<file path="config.mk">
export PLATFORM = sky130hd
export DESIGN_NAME = gamecube_frame_transmitter
export DESIGN_NICKNAME = d
export VERILOG_FILES = /design/src/rtl/gamecube_pkg.sv /design/src/rtl/gamecube_vbit_timer.sv /design/src/rtl/gamecube_frame_transmitter.sv
export SDC_FILE = /design/constraint.sdc
export NUM_CORES = 1
export LEC_CHECK = 0
export CORE_MARGIN = 1.5
export CORE_UTILIZATION = 54
export CTS_BUF_LIST = sky130_fd_sc_hd__clkbuf_8
export DETAILED_ROUTE_END_ITERATION = 8
export GPL_TIMING_DRIVEN = 0
export PLACE_DENSITY = 0.84
export SYNTH_ARGS = -nofsm -noshare
export SYNTH_HDL_FRONTEND = slang
export SYNTH_HIERARCHICAL = 1
export SYNTH_SLANG_ARGS = --single-unit
</file>
<file path="constraint.sdc">
create_clock -name CLK -period 2.1 [get_ports CLK]
set_clock_uncertainty 0.05 [all_clocks]
set_input_delay 0.63 -clock CLK [delete_from_list [all_inputs] [get_ports CLK]]
set_output_delay 0.63 -clock CLK [all_outputs]
set_load 0.01 [all_outputs]
</file>
<file path="src/rtl/gamecube_pkg.sv">
// rtl/gamecube_pkg.sv - shared state encoding and vbit patterns for the GameCube transmitter
package gamecube_pkg;

    typedef enum logic [1:0] {
        ST_IDLE = 2'd0,
        ST_DATA = 2'd1,
        ST_STOP = 2'd2
    } tx_state_t;

    localparam int VBITS_PER_BIT = 4;

    // Patterns are written vbit0 first, so vbit0 lives in bit 3.
    localparam logic [3:0] VBIT_PATTERN_ZERO = 4'b0001;
    localparam logic [3:0] VBIT_PATTERN_ONE  = 4'b0111;
    localparam logic [3:0] VBIT_PATTERN_STOP = VBIT_PATTERN_ONE;

    function automatic logic vbit_value(input logic [1:0] idx, input logic [3:0] pattern);
        return pattern[2'd3 - idx];
    endfunction

endpackage

</file>
<file path="src/rtl/gamecube_vbit_timer.sv">
// rtl/gamecube_vbit_timer.sv - virtual-bit prescaler and vbit index within a bit
module gamecube_vbit_timer
    import gamecube_pkg::*;
#(
    parameter int CLKS_PER_VBIT = 1
) (
    input  logic       CLK,
    input  logic       RST,
    input  logic       clear,
    output logic       vbit_strobe,
    output logic [1:0] vbit_idx,
    output logic       bit_strobe
);

    generate
        if (CLKS_PER_VBIT == 1) begin : g_no_prescale
            assign vbit_strobe = !clear;
        end else begin : g_prescale
            localparam int CNT_W = $clog2(CLKS_PER_VBIT);
            logic [CNT_W-1:0] cnt;

            always_ff @(posedge CLK or posedge RST) begin
                if (RST) begin
                    cnt <= '0;
                end else if (clear || vbit_strobe) begin
                    cnt <= '0;
                end else begin
                    cnt <= cnt + 1'b1;
                end
            end

            assign vbit_strobe = !clear && (cnt == CNT_W'(CLKS_PER_VBIT - 1));
        end
    endgenerate

    always_ff @(posedge CLK or posedge RST) begin
        if (RST) begin
            vbit_idx <= 2'd0;
        end else if (clear) begin
            vbit_idx <= 2'd0;
        end else if (vbit_strobe) begin
            vbit_idx <= vbit_idx + 2'd1;
        end
    end

    assign bit_strobe = vbit_strobe && (vbit_idx == 2'(VBITS_PER_BIT - 1));

endmodule

</file>
<file path="src/rtl/gamecube_frame_transmitter.sv">
// rtl/gamecube_frame_transmitter.sv - frame serialiser with 4-vbit GameCube line encoding
module gamecube_frame_transmitter
    import gamecube_pkg::*;
#(
    parameter int DATA_WIDTH    = 24,
    parameter int CLKS_PER_VBIT = 1,
    parameter int LEN_WIDTH     = $clog2(DATA_WIDTH + 1)
) (
    input  logic                  CLK,
    input  logic                  RST,
    input  logic [DATA_WIDTH-1:0] TX_DATA,
    input  logic [LEN_WIDTH-1:0]  TX_LEN,
    input  logic                  TX_VALID,
    output logic                  TX_READY,
    output logic                  DATALINE,
    output logic                  BUSY,
    output logic                  DONE
);

    tx_state_t             state, state_nxt;
    logic [DATA_WIDTH-1:0] shift, shift_nxt;
    logic [LEN_WIDTH-1:0]  bits_left, bits_left_nxt;
    logic                  line_nxt, busy_nxt, done_nxt, ready_nxt;
    logic [LEN_WIDTH-1:0]  len_clamped;
    logic                  vbit_strobe, bit_strobe;
    logic [1:0]            vbit_idx;

    gamecube_vbit_timer #(
        .CLKS_PER_VBIT(CLKS_PER_VBIT)
    ) u_timer (
        .CLK        (CLK),
        .RST        (RST),
        .clear      (state == ST_IDLE),
        .vbit_strobe(vbit_strobe),
        .vbit_idx   (vbit_idx),
        .bit_strobe (bit_strobe)
    );

    assign len_clamped = (TX_LEN > LEN_WIDTH'(DATA_WIDTH)) ? LEN_WIDTH'(DATA_WIDTH) : TX_LEN;

    always_comb begin
        state_nxt     = state;
        shift_nxt     = shift;
        bits_left_nxt = bits_left;
        line_nxt      = DATALINE;
        busy_nxt      = BUSY;
        done_nxt      = 1'b0;
        ready_nxt     = TX_READY;
        case (state)
            ST_IDLE: begin
                line_nxt  = 1'b1;
                busy_nxt  = 1'b0;
                ready_nxt = 1'b1;
                // The first vbit goes out on the accept edge itself.
                if (TX_VALID && TX_READY) begin
                    shift_nxt     = TX_DATA;
                    bits_left_nxt = len_clamped;
                    line_nxt      = 1'b0;
                    busy_nxt      = 1'b1;
                    ready_nxt     = 1'b0;
                    state_nxt     = (len_clamped == '0) ? ST_STOP : ST_DATA;
                end
            end
            ST_DATA: begin
                if (bit_strobe) begin
                    shift_nxt     = shift << 1;
                    bits_left_nxt = bits_left - 1'b1;
                    line_nxt      = 1'b0;
                    if (bits_left == LEN_WIDTH'(1)) begin
                        state_nxt = ST_STOP;
                    end
                end else if (vbit_strobe) begin
                    line_nxt = vbit_value(vbit_idx + 2'd1,
                                          shift[DATA_WIDTH-1] ? VBIT_PATTERN_ONE : VBIT_PATTERN_ZERO);
                end
            end
            ST_STOP: begin
                if (bit_strobe) begin
                    state_nxt = ST_IDLE;
                    line_nxt  = 1'b1;
                    busy_nxt  = 1'b0;
                    done_nxt  = 1'b1;
                    ready_nxt = 1'b1;
                end else if (vbit_strobe) begin
                    line_nxt = vbit_value(vbit_idx + 2'd1, VBIT_PATTERN_STOP);
                end
            end
            default: begin
                state_nxt = ST_IDLE;
            end
        endcase
    end

    always_ff @(posedge CLK or posedge RST) begin
        if (RST) begin
            state     <= ST_IDLE;
            shift     <= '0;
            bits_left <= '0;
            DATALINE  <= 1'b1;
            BUSY      <= 1'b0;
            DONE      <= 1'b0;
            TX_READY  <= 1'b0;
        end else begin
            state     <= state_nxt;
            shift     <= shift_nxt;
            bits_left <= bits_left_nxt;
            DATALINE  <= line_nxt;
            BUSY      <= busy_nxt;
            DONE      <= done_nxt;
            TX_READY  <= ready_nxt;
        end
    end

endmodule

</file>
==> results of run 1 <==
==> timing repair <==
item,CTS,global route
endpoints found under the setup margin,26,21
pin swaps,0,1
gates cloned,0,1
buffers inserted,0,2
gates resized for setup,3,6
==> metal layers <==
| layer | vias to the layer above | wire length, microns | GRT usage (%) |
|---|---|---|---|
| li1 | 758 | - | - |
| met1 | 767 | 1860 | 27.3 |
| met2 | 48 | 1930 | 35.9 |
| met3 | 10 | 195 | 5.77 |
| met4 | 0 | 95 | 10.3 |
| met5 | - | 0 | 0 |
==> cell families after synthesis <==
group           after synthesis  share of synthesized area [%]
buf+inv                      22                           5.17
simple gates                 56                           13.7
compound gates               47                           13.9
flops                        37                           48.5
mux                          28                           14.8
fa+ha+maj                     6                           3.93
==> flip-flops by register name (all words and copies together) (netlist names) <==
signal / cells
bits_left: 5
DONE: 1
BUSY: 1
TX_READY: 1
u_timer/vbit_idx: 2
shift: 24
DATALINE: 1
state: 2
==> power breakdown <==
part           internal (mW)  switching, mW
clock network          0.296          0.248
logic                  0.979           1.15
registers               1.08          0.210
total                   2.36           1.61
==> cell type report <==
cell class | count | area [sq um] | share of cell area, %
Clock buffer | 7 | 96.3 | 3.89
Multi-Input combinational cell | 137 | 905 | 36.6
Timing Repair Buffer | 38 | 370 | 15.0
Tap cell | 46 | 57.6 | 2.33
Inverter | 11 | 41.3 | 1.67
Buffer | 11 | 71.3 | 2.88
Clock inverter | 1 | 5.00 | 0.202
Sequential cell | 37 | 927 | 37.5
==> synthesized netlist by cell type (all sizes together) <==
master and n:
a21o 1, nand4b 1, nor3 2, buf 11, nand3 3, mux2 2, dfstp 1, ha 6
a211oi 2, o32ai 1, nand3b 2, nand2 6, and4 1, or4 1, nor2 33, nor2b 3
or2 1, a221oi 2, nor3b 1, o21a 1, a21oi 28, o211ai 1, dfrtp 36, o22ai 1
inv 11, mux2i 26, and2 2, o21ai 10
==> final timing paths <==
path / cells after the start / to / slack, ns
worst max-delay path: 1 / DATALINE / 0.06
worst min-delay path: 1 / u_timer/vbit_idx[0] / 0.41
worst max register to register: 9 / shift[6] / 0.11
worst min register to register: 1 / u_timer/vbit_idx[0] / 0.41
max in group asynchronous: 2 / shift[1] / 0.77
min in group asynchronous: 2 / u_timer/vbit_idx[0] / 0.50
==> through the flow <==
step | setup TNS, ns | cell area [sq um] | hold slack (ns) | cells
after CTS | 0 | 2430 | 0.418 | 285
after global routing | -0.000780 | 2470 | 0.458 | 288
after detailed placement | -10.22 | 2320 | 0.409 | 277
final | 0 | 2470 | 0.415 | 288
after global placement | -9.15 | 2320 | 0.401 | 277
after floorplan | 0 | 1910 | 0.321 | 196
==> qor.csv, run 1 <==
stage,metric,value,unit
status,status,"finished, final reports clean",
detailed_routing,vias per cell,5.50,
sta,worst rel slew slack,52.4,%
synthesis,top cell type's share of synthesized area,47.2,%
clock_network,hold_buf cts,0,
die,die extent in x,62.5,microns
critical_path,WP data required,1.42,ns
clock_network,CTS root buf,clkbuf_8,
critical_path,RR Startpoint,state[0],
critical_path,crit path max fanout,2,
detailed_routing,Avg WL per Cell,14.2,microns
critical_path,WP data arrival,1.36,ns
place,Detailed Place HPWL,2760,microns
synthesis,sequential share of the synthesized area,48.5,%
synthesis,Seq cells post-synth,37,
sta,setup ws final,0.0643,ns
sta,Worst-Margin Slew,0.714,ns
global_routing,GRT overflow,0,
synthesis,post-synth cell types,31,
place,pre-CTS setup slack,-0.207,ns
power_and_ir_drop,VDD IR max,1.02,mV
critical_path,"Buf+Inv Stages, Crit Path",1,
synthesis,Syn Nets,234,
global_routing,vias in the first global route,1509,
layout,Final Util,73.5,%
detailed_routing,DR pass1 iterations,4,
synthesis,synthesized area,0.00191,sq mm
synthesis,largest area contributor in the netlist,dfrtp_1,
layout,antenna fix cells,0,
detailed_routing,drt total wl,4080,microns
critical_path,CP Launch Type,flip-flop,
critical_path,Critical-path top delay cell,dfstp_2,
synthesis,Area contributors post-synth,"dfrtp_1, mux2i_1, a21oi_1",
clock_network,CTS tree,built,
die,I/O pin cnt,36,
power_and_ir_drop,Leak,1.07,nW
place,Buffers on Ports,35,
global_routing,Tot GR Track Use,22.0,%
sta,Tcrit/Tclk final,96.9,%
detailed_routing,"antenna viol nets, final",0,
clock_network,CTS H-tree depth,2,
sta,Fin. Hold Viols,0,
critical_path,CP max stage delay,0.54,ns
die,site row count,21,
layout,most frequent cells in the layout,"dfrtp_1, clkdlybuf4s50_1, nor2_1, a21oi_1, mux2i_1",
power_and_ir_drop,Tot Pwr,3.97,mW
synthesis,Mapped Cells,196,
run,max-cap violations,0,
die,Die H,62.5,microns
critical_path,Worst setup EP type,primary output,
detailed_routing,DRC,0,
place,routability cong.,0.795,
sta,max-slew violations,0,
layout,fillcell total,272,
critical_path,Worst path top cell family by delay,flip-flops,
layout,Layout area overhead,29.5,%
detailed_routing,DR iter-0 viols,87,
clock_network,clock slew at reported path FFs,0.07,ns
clock_network,CTS sink cnt,37,
critical_path,crit path kind,flip-flop to primary output,
synthesis,Ys Warns,6,
sta,maximum clock rate,491,MHz
critical_path,crit path cell chain,clkdlybuf4s50_1,
critical_path,Worst Setup SP,DATALINE,
clock_network,CTS buffer count,5,
layout,nets@finish,279,
synthesis,synthesized area per cell,9.75,sq um
sta,final period demand of the worst path,2.04,ns
layout,layout cells sized above 1,12.8,%
global_routing,first-pass GRT wire length,6730,microns
hold_path,Hold Crit Class,flip-flop to flip-flop,
hold_path,HP Start,u_timer/vbit_idx[0],
clock_network,CTS max path bufs,2,
global_routing,antenna violations before repair,0,
sta,endpoints failing setup,0,
power_and_ir_drop,pwr dens,1600,mW/mm^2
die,Core Region,0.00336,sq mm
layout,"commonest non-fill, non-tap cell in the layout",dfrtp_1,
global_routing,largest net degree at the start of global routing,36,
clock_network,Clock Latency Late Sink,0.29,ns
detailed_routing,DR vias,1583,
die,die area,0.00390,sq mm
die,initial core utilization,56.8,%
No activity file was read; power rests on OpenSTA's default activity.
==> run 2: changes to the inputs <==
--- a/config.mk
+++ b/config.mk
@@ -5,11 +5,15 @@
 export SDC_FILE = /design/constraint.sdc
 export NUM_CORES = 1
 export LEC_CHECK = 0
+export CELL_PAD_IN_SITES_DETAIL_PLACEMENT = 0
+export CELL_PAD_IN_SITES_GLOBAL_PLACEMENT = 1
+export CORE_ASPECT_RATIO = 0.8
 export CORE_MARGIN = 1.5
-export CORE_UTILIZATION = 54
+export CORE_UTILIZATION = 41
 export CTS_BUF_LIST = sky130_fd_sc_hd__clkbuf_8
 export DETAILED_ROUTE_END_ITERATION = 8
 export GPL_TIMING_DRIVEN = 0
+export HOLD_SLACK_MARGIN = 0.03
 export PLACE_DENSITY = 0.84
 export SYNTH_ARGS = -nofsm -noshare
 export SYNTH_HDL_FRONTEND = slang
==> run 2 against run 1 <==
Die area is 30% higher; sequential power hardly changed; wire length is 6.5% lower; maximum frequency rose by 1.4%; sequential share of layout area is 0.21 points lower; highest routed layer unchanged.
==> qor.csv, run 2 (synthesis gave the netlist of run 1 again) <==
stage,metric,value,unit,change
hold_path,Hold Crit Class,flip-flop to flip-flop,,
sta,endpoints failing setup,0,,unchanged
run,max-cap violations,0,,unchanged
detailed_routing,WL met2,1530,microns,-21%
layout,fillcell total,407,,+50%
layout,most frequent cells in the layout,"dfrtp_1, clkdlybuf4s50_1, nor2_1, a21oi_1, mux2i_1",,
critical_path,CP max stage delay,0.52,ns,-0.02 ns
layout,largest reg by FF count,shift,,
layout,Largest register FFs,24,,unchanged
global_routing,vias in the first global route,1444,,-4.3%
detailed_routing,Met3 Wirelength,191,microns,-2.1%
place,routability cong.,0.786,,-1.1%
clock_network,Clock Latency Late Sink,0.28,ns,about the same
sta,final hold slack,0.415,ns,-0.0000500 ns
critical_path,critical path depth,1,,unchanged
die,die extent in x,79.3,microns,+27%
die,I/O pin cnt,36,,unchanged
power_and_ir_drop,Leak,1.06,nW,-0.42%
die,Core Region,0.00434,sq mm,+29%
global_routing,largest net degree at the start of global routing,36,,unchanged
clock_network,CTS H-tree depth,2,,unchanged
sta,Worst-Margin Slew,0.712,ns,-0.00214 ns
detailed_routing,"antenna viol nets, final",0,,unchanged
global_routing,first-pass GRT wire length,6670,microns,-1.0%
layout,area of the multi-input gates,905,sq um,unchanged
critical_path,Critical-path top delay cell,dfstp_2,,
die,site row count,21,,unchanged
status,status,"finished, final reports clean",,
power_and_ir_drop,VDD IR max,0.718,mV,-30%
critical_path,crit path cell chain,clkdlybuf4s50_1,,
critical_path,Worst setup EP type,primary output,,
clock_network,CTS sink cnt,37,,unchanged
layout,antenna fix cells,0,,unchanged
layout,Sequential Area,927,sq um,unchanged
layout,nets@finish,277,,-0.72%
layout,Final Util,57.4,%,-16 points
layout,"commonest non-fill, non-tap cell in the layout",dfrtp_1,,
clock_network,CTS buffer count,5,,unchanged
global_routing,Tot GR Track Use,17.3,%,-4.7 points
critical_path,crit path kind,flip-flop to primary output,,
detailed_routing,DR vias,1497,,-5.4%
sta,final period demand of the worst path,2.01,ns,-0.0273 ns
critical_path,CP Launch Type,flip-flop,,
sta,Fin. Hold Viols,0,,unchanged
die,initial core utilization,44.1,%,-13 points
global_routing,GRT overflow,0,,unchanged
sta,max-slew violations,0,,unchanged
clock_network,clock slew at reported path FFs,0.07,ns,about the same
critical_path,Worst path top cell family by delay,flip-flops,,
power_and_ir_drop,pwr dens,1580,mW/mm^2,-1.4%
detailed_routing,DR pass1 iterations,4,,unchanged
clock_network,CTS max path bufs,2,,unchanged
detailed_routing,Avg WL per Cell,12.9,microns,-9.3%
sta,Tcrit/Tclk final,95.6,%,-1.3 points
global_routing,antenna violations before repair,0,,unchanged
clock_network,CTS root buf,clkbuf_8,,
die,Die H,64.1,microns,+2.5%
detailed_routing,DR iter-0 viols,81,,-6.9%
sta,maximum clock rate,498,MHz,+1.4%
place,Detailed Place HPWL,2740,microns,-0.69%
layout,biggest regs,"shift x24, bits_left x5",,
detailed_routing,DRC,0,,unchanged
critical_path,r2r worst-path depth,8,,-1
critical_path,WP data required,1.42,ns,about the same
clock_network,CTS tree,built,,
sta,RSZ-0062 raised after global routing,no,,
power_and_ir_drop,Tot Pwr,3.93,mW,-0.87%
critical_path,"Buf+Inv Stages, Crit Path",1,,unchanged
detailed_routing,DRT met1 WL,2040,microns,+9.5%
detailed_routing,drt total wl,3820,microns,-6.5%
detailed_routing,top sig layer,met4,,
layout,layout cells sized above 1,12.5,%,-0.31 points
die,die area,0.00508,sq mm,+30%
layout,Layout area overhead,30.2,%,
critical_path,WP data arrival,1.33,ns,-0.03 ns
critical_path,crit path max fanout,2,,unchanged
place,Buffers on Ports,35,,unchanged
hold_path,worst hold path depth,1,,unchanged
detailed_routing,vias per cell,5.04,,-8.3%
sta,worst rel slew slack,52.5,%,+0.14 points
clock_network,postcts setup bufs,0,,unchanged
[run 2: per-stage QoR]
stage	instances	setup TNS, ns	instance area (sq um)	setup WS (ns)
after floorplan	196	0	1910	0.222
after detailed placement	288	-11.26	2330	-0.229
after global placement	288	-11.39	2330	-0.218
after global routing	297	0	2490	0.0291
final	297	0	2490	0.0916
after CTS	296	0	2450	0.0168
[run 2: power breakdown]
| part | switching (mW) | internal (mW) | total (mW) |
|---|---|---|---|
| clock network | 0.239 | 0.382 | 0.622 |
| logic | 1.10 | 0.932 | 2.03 |
| registers | 0.197 | 1.08 | 1.28 |
[run 2: worst paths after layout]
path	from	end	slack [ns]
hold / removal	u_timer/vbit_idx[0]	u_timer/vbit_idx[0]	0.41
setup reg to reg	state[0]	shift[4]	0.19
max in group asynchronous	RST	shift[4]	0.78
setup / recovery	DATALINE	DATALINE	0.09
min in group asynchronous	RST	u_timer/vbit_idx[1]	0.49
hold reg to reg	u_timer/vbit_idx[0]	u_timer/vbit_idx[0]	0.41
[run 2: area by class of cell]
type	count	area share [%]
plain buffers	11	2.62
repair buffers	36	14.5
clock inverters	2	1.36
well taps	57	2.87
multi-input cells	137	36.4
flip-flops and latches	37	37.3
clock buffers	6	3.32
inverters	11	1.66
[run 2: what timing repair did]
action                                  4_1_cts  5_1_grt
hold buffers                                  0        0
endpoints found under the setup margin       21       24
gates resized for setup                       1        8
gates cloned                                  0        1
pin swaps                                     0        1
[run 2: metal layers]
layer	up-vias	track usage [%]
li1	760	-
met5	-	0
met1	693	25.1
met4	0	7.89
met2	37	24.1
met3	7	4.00
==> run 3: changes to the inputs <==
--- a/config.mk
+++ b/config.mk
@@ -19,3 +19,4 @@
 export SYNTH_HDL_FRONTEND = slang
 export SYNTH_HIERARCHICAL = 1
 export SYNTH_SLANG_ARGS = --single-unit
+export TNS_END_PERCENT = 20
==> results of run 3 <==
The final DEF is identical to that of run 2; final timing and power are the same.
==> patch 1, RTL diff (flow settings as in run 3) <==
`DATA_WIDTH`: 24 -> 36.
--- a/src/rtl/gamecube_frame_transmitter.sv
+++ b/src/rtl/gamecube_frame_transmitter.sv
@@ -4,3 +4,3 @@
 #(
-    parameter int DATA_WIDTH    = 24,
+    parameter int DATA_WIDTH    = 36,
     parameter int CLKS_PER_VBIT = 1,
Interface: changed (resized TX_DATA and TX_LEN); port bits go from 36 to 49. No check against the original RTL was run, so the function may have changed too.
==> patch 1 against run 3 <==
Synthesized area increased by 34%. Routed wire length increased by 40%. Power grew 21%. Critical path depth unchanged. Sequential cell count grew 13. Maximum frequency decreased by 1.8%. Final area rose by 31%. Synthesized cell count rose by 28%. Worst setup slack lost 37 ps. Largest cell class unchanged. Largest power group unchanged. Highest routed layer unchanged.
==> patch 1: results <==
set metrics [dict create \
    grt_pass1_wl_mm 9.29 \
    insertion_delay_ps 300 \
    top_usage_layer "met2" \
    yosys_warnings 6 \
    num_antenna_cells 0 \
    yosysSeqAreaShare 0.491 \
    wl_met1_mm 2.81 \
    use_met1 0.251 \
    slew_headroom 0.804 \
    status "finished clean" \
    ff2ff_path_depth 8 \
    drt_first_pass_iters 4 \
    grtUsageMet2 0.272 \
    dpl_cell_area_um2 3150 \
    ir_drop_v 0.000482 \
    dp_cells 381 \
    io_buffers 48 \
    clk_pin_slew_ps 90 \
    drive_above_1_share 0.107 \
    synth.area.top_cells "dfrtp_1, mux2i_1, o21ai_0, nand2_1, ha_1" \
    max_freq_mhz 489 \
    post-place-ws_ps -91.4 \
    synth_compound_area_frac 0.177 \
    htreeDepth 2 \
    gp_congestion 0.798 \
    min_delay_path_depth 1 \
    muxShareOfSynthArea 0.141 \
    drt_wl_total_mm 5.33 \
    yosys.cell_types.count 39 \
    grt_max_degree 42 \
    dr_wl_met3_um 208 \
    synth_commonest_cells "dfrtp_1, o21ai_0, nand2_1" \
    synthAdderAreaFrac 0.0294 \
    wl_per_cell_um 13.7 \
    synth_fp_nets 302 \
    p_leak_nw 1.42 \
    slowest_stage "dfstp_2" \
    met2_length_mm 2.28 \
    track_usage 0.179 \
    clockBufferDepth 2 \
    synth.avg_cell_area_um2 10.2 \
    numCtsBuffers 5 \
    worst_path_largest_cell_delay_ps 540 \
    largest_registers "shift: 36 flops, bits_left: 6 flops" \
    worst_ep_arrival_time_ps 1360 \
    gr-usage-met3 0.0487 \
    synthFlopType "dfrtp_1" \
    drtIter0Drc 130 \
    antenna_found_initial 0 \
    crit_family "flip-flops" \
    finalNetCount 358 \
    via_count 1936 \
    dpl.hpwl_mm 3.87 \
]
## patch 1: worst paths after layout
path | start | endpoint | slack, ps
max | DATALINE$_DFFE_PP1P_ | DATALINE | 60
min | u_timer/vbit_idx[0]$_DFF_PP0_ | u_timer/vbit_idx[0]$_DFF_PP0_ | 420
max reg2reg | state[0]$_DFFE_PP0P_ | bits_left[0]$_DFFE_PP0P_ | 160
min reg2reg | u_timer/vbit_idx[0]$_DFF_PP0_ | u_timer/vbit_idx[0]$_DFF_PP0_ | 420
max in group asynchronous | RST | shift[33]$_DFFE_PP0P_ | 1000
min in group asynchronous | RST | u_timer/vbit_idx[0]$_DFF_PP0_ | 460
## patch 1: where the power goes
part	switching [mW]	internal, mW	total, mW	leakage, nW
registers	0.266	1.45	1.72	0.616
logic	1.38	1.09	2.47	0.758
clock network	0.325	0.265	0.591	0.0472
total	1.97	2.81	4.78	1.42
## patch 1: final cells by class
| cell class | instances | area, µm² |
|---|---|---|
| Tap cell | 81 | 101 |
| Sequential cell | 50 | 1250 |
| Inverter | 9 | 33.8 |
| Clock inverter | 2 | 12.5 |
| Clock buffer | 6 | 82.6 |
| Buffer | 15 | 83.8 |
| Timing Repair Buffer | 49 | 500 |
| Fill cell | 545 | 2690 |
| Multi-Input combinational cell | 177 | 1180 |
## patch 1: kinds of logic after synthesis
group,count (synthesis)
buffers and inverters,24
AO/OA/AOI/OAI,71
adder cells (fa/ha/maj),6
multiplexers,36
AND/OR/NAND/NOR,64
flip-flops,50
## patch 1: repair_timing
item                       4_1_cts  5_1_grt
resized for setup                0        1
setup endpoints to repair        0       13
buffers inserted                 0        0
## patch 1: through the flow
stage               hold slack, ps  power, mW
detailed placement             412       4.23
global route                   454       5.27
finish                         421       4.78
global placement               406       4.16
CTS                            425       4.83
floorplan                      321       3.55
==> patch 2, RTL diff (settings of run 3) <==
Made on the original files. Take the reset off `shift` and load it in a clocked block of its own.
--- a/src/rtl/gamecube_frame_transmitter.sv
+++ b/src/rtl/gamecube_frame_transmitter.sv
@@ -96,3 +96,2 @@
             state     <= ST_IDLE;
-            shift     <= '0;
             bits_left <= '0;
@@ -104,3 +103,2 @@
             state     <= state_nxt;
-            shift     <= shift_nxt;
             bits_left <= bits_left_nxt;
@@ -113,2 +111,6 @@
 
+    always_ff @(posedge CLK) begin
+        shift <= shift_nxt;
+    end
+
 endmodule
Formal check against the unedited RTL: same outputs for any inputs over 10 cycles, from zero or initial values and one cycle with RST high; that may be too few to reach the edited logic, so the function may still have changed.
==> patch 2 against run 3 <==
Critical path depth unchanged. Routed wire length decreased by 7.4%. Synthesized area down 4.7%. Register-to-register slack got worse by 80 ps. Power decreased by 19%. Sequential cell count did not move. Worst setup slack worse by 7.3 ps. Final area decreased by 4.5%. Count of clock-buffer cells in the layout is 1 lower. Maximum frequency fell by 0.36%. Combinational power down 34%. Via count fell by 17%. Critical path type unchanged.
==> patch 2: results <==
set metrics [dict create \
    slew_headroom 0.656 \
    postCtsResizedCells 5 \
    dpl.hpwl_mm 2.44 \
    whs_ps 415 \
    synth_commonest_cells "mux2_2, edfxtp_1, dfrtp_1" \
    nMultiInputCombCells 89 \
    use_met1 0.205 \
    async_flop_share 0.351 \
    buffers 45 \
    status "finished clean" \
    synth_edf_count 24 \
    inverters 8 \
    multiInputGateArea_um2 727 \
    drive_above_1_share 0.253 \
    nonClkBufAreaFrac 0.176 \
    sh_seq_area 0.441 \
    clkCellAreaFrac 0.0321 \
    rrSetupSlack_ps 110 \
    grt_pass1_wl_mm 5.90 \
    grt_max_degree 26 \
    ir_drop_v 0.000513 \
    dr_wl_met3_um 172 \
    met2_length_mm 1.69 \
    track_usage 0.157 \
    routed_via_density 5.09 \
    synth.area.top_cells "edfxtp_1, dfrtp_1, mux2_2, ha_1, nor2_1" \
    post-place-ws_ps -328 \
    gp_congestion 0.775 \
]
[patch 2: cell types whose count changed in the layout (fill, tap and decap cells not counted), sizes merged, moves of 3 or more]
| cell | before | now |
|---|---|---|
| a21oi | 28 | 1 |
| clkbuf | 9 | 6 |
| dfrtp | 36 | 12 |
| edfxtp | 0 | 24 |
| inv | 12 | 9 |
| mux2 | 2 | 25 |
| mux2i | 26 | 0 |
| nor2 | 33 | 10 |
| o21ai | 10 | 5 |
[patch 2: how the worst max path moves through the flow]
stage          slack (ps)  cells after the start                  from                        to
2_1_floorplan         110                      9  state[0]$_DFFE_PP0P_  bits_left[0]$_DFFE_PP0P_
3_5_place_dp         -330                      7              TX_VALID  bits_left[0]$_DFFE_PP0P_
3_3_place_gp         -270                      7              TX_VALID  bits_left[0]$_DFFE_PP0P_
5_1_grt               -10                      9  state[1]$_DFFE_PP0P_  bits_left[0]$_DFFE_PP0P_
4_1_cts                10                      7              TX_VALID  bits_left[0]$_DFFE_PP0P_
6_report               80                      1  DATALINE$_DFFE_PP1P_                  DATALINE
[patch 2: cell families (layout without fill, tap and decap cells)]
logic type	Yosys count	in the layout	share of synthesized area
mux	25	25	0.155
fa+ha+maj	6	6	0.0412
buf+inv	13	60	0.0337
compound gates	21	21	0.0873
flops	37	37	0.575
simple gates	37	37	0.108
[patch 2: stage by stage]
step	utilization	setup TNS, ps	instance area (µm²)	power [mW]	cells
after CTS	0.552	0	2340	3.13	238
after global routing	0.561	-14.5	2370	3.43	243
after detailed placement	0.530	-3790	2240	2.63	231
after global placement	0.530	-3050	2240	2.56	231
after floorplan	-	0	1820	2.26	139
final	0.561	0	2370	3.20	243
[patch 2: where the power goes]
part           switching, mW  internal, mW
sequential             0.149          1.25
combinational          0.670         0.668
clock                  0.244         0.219
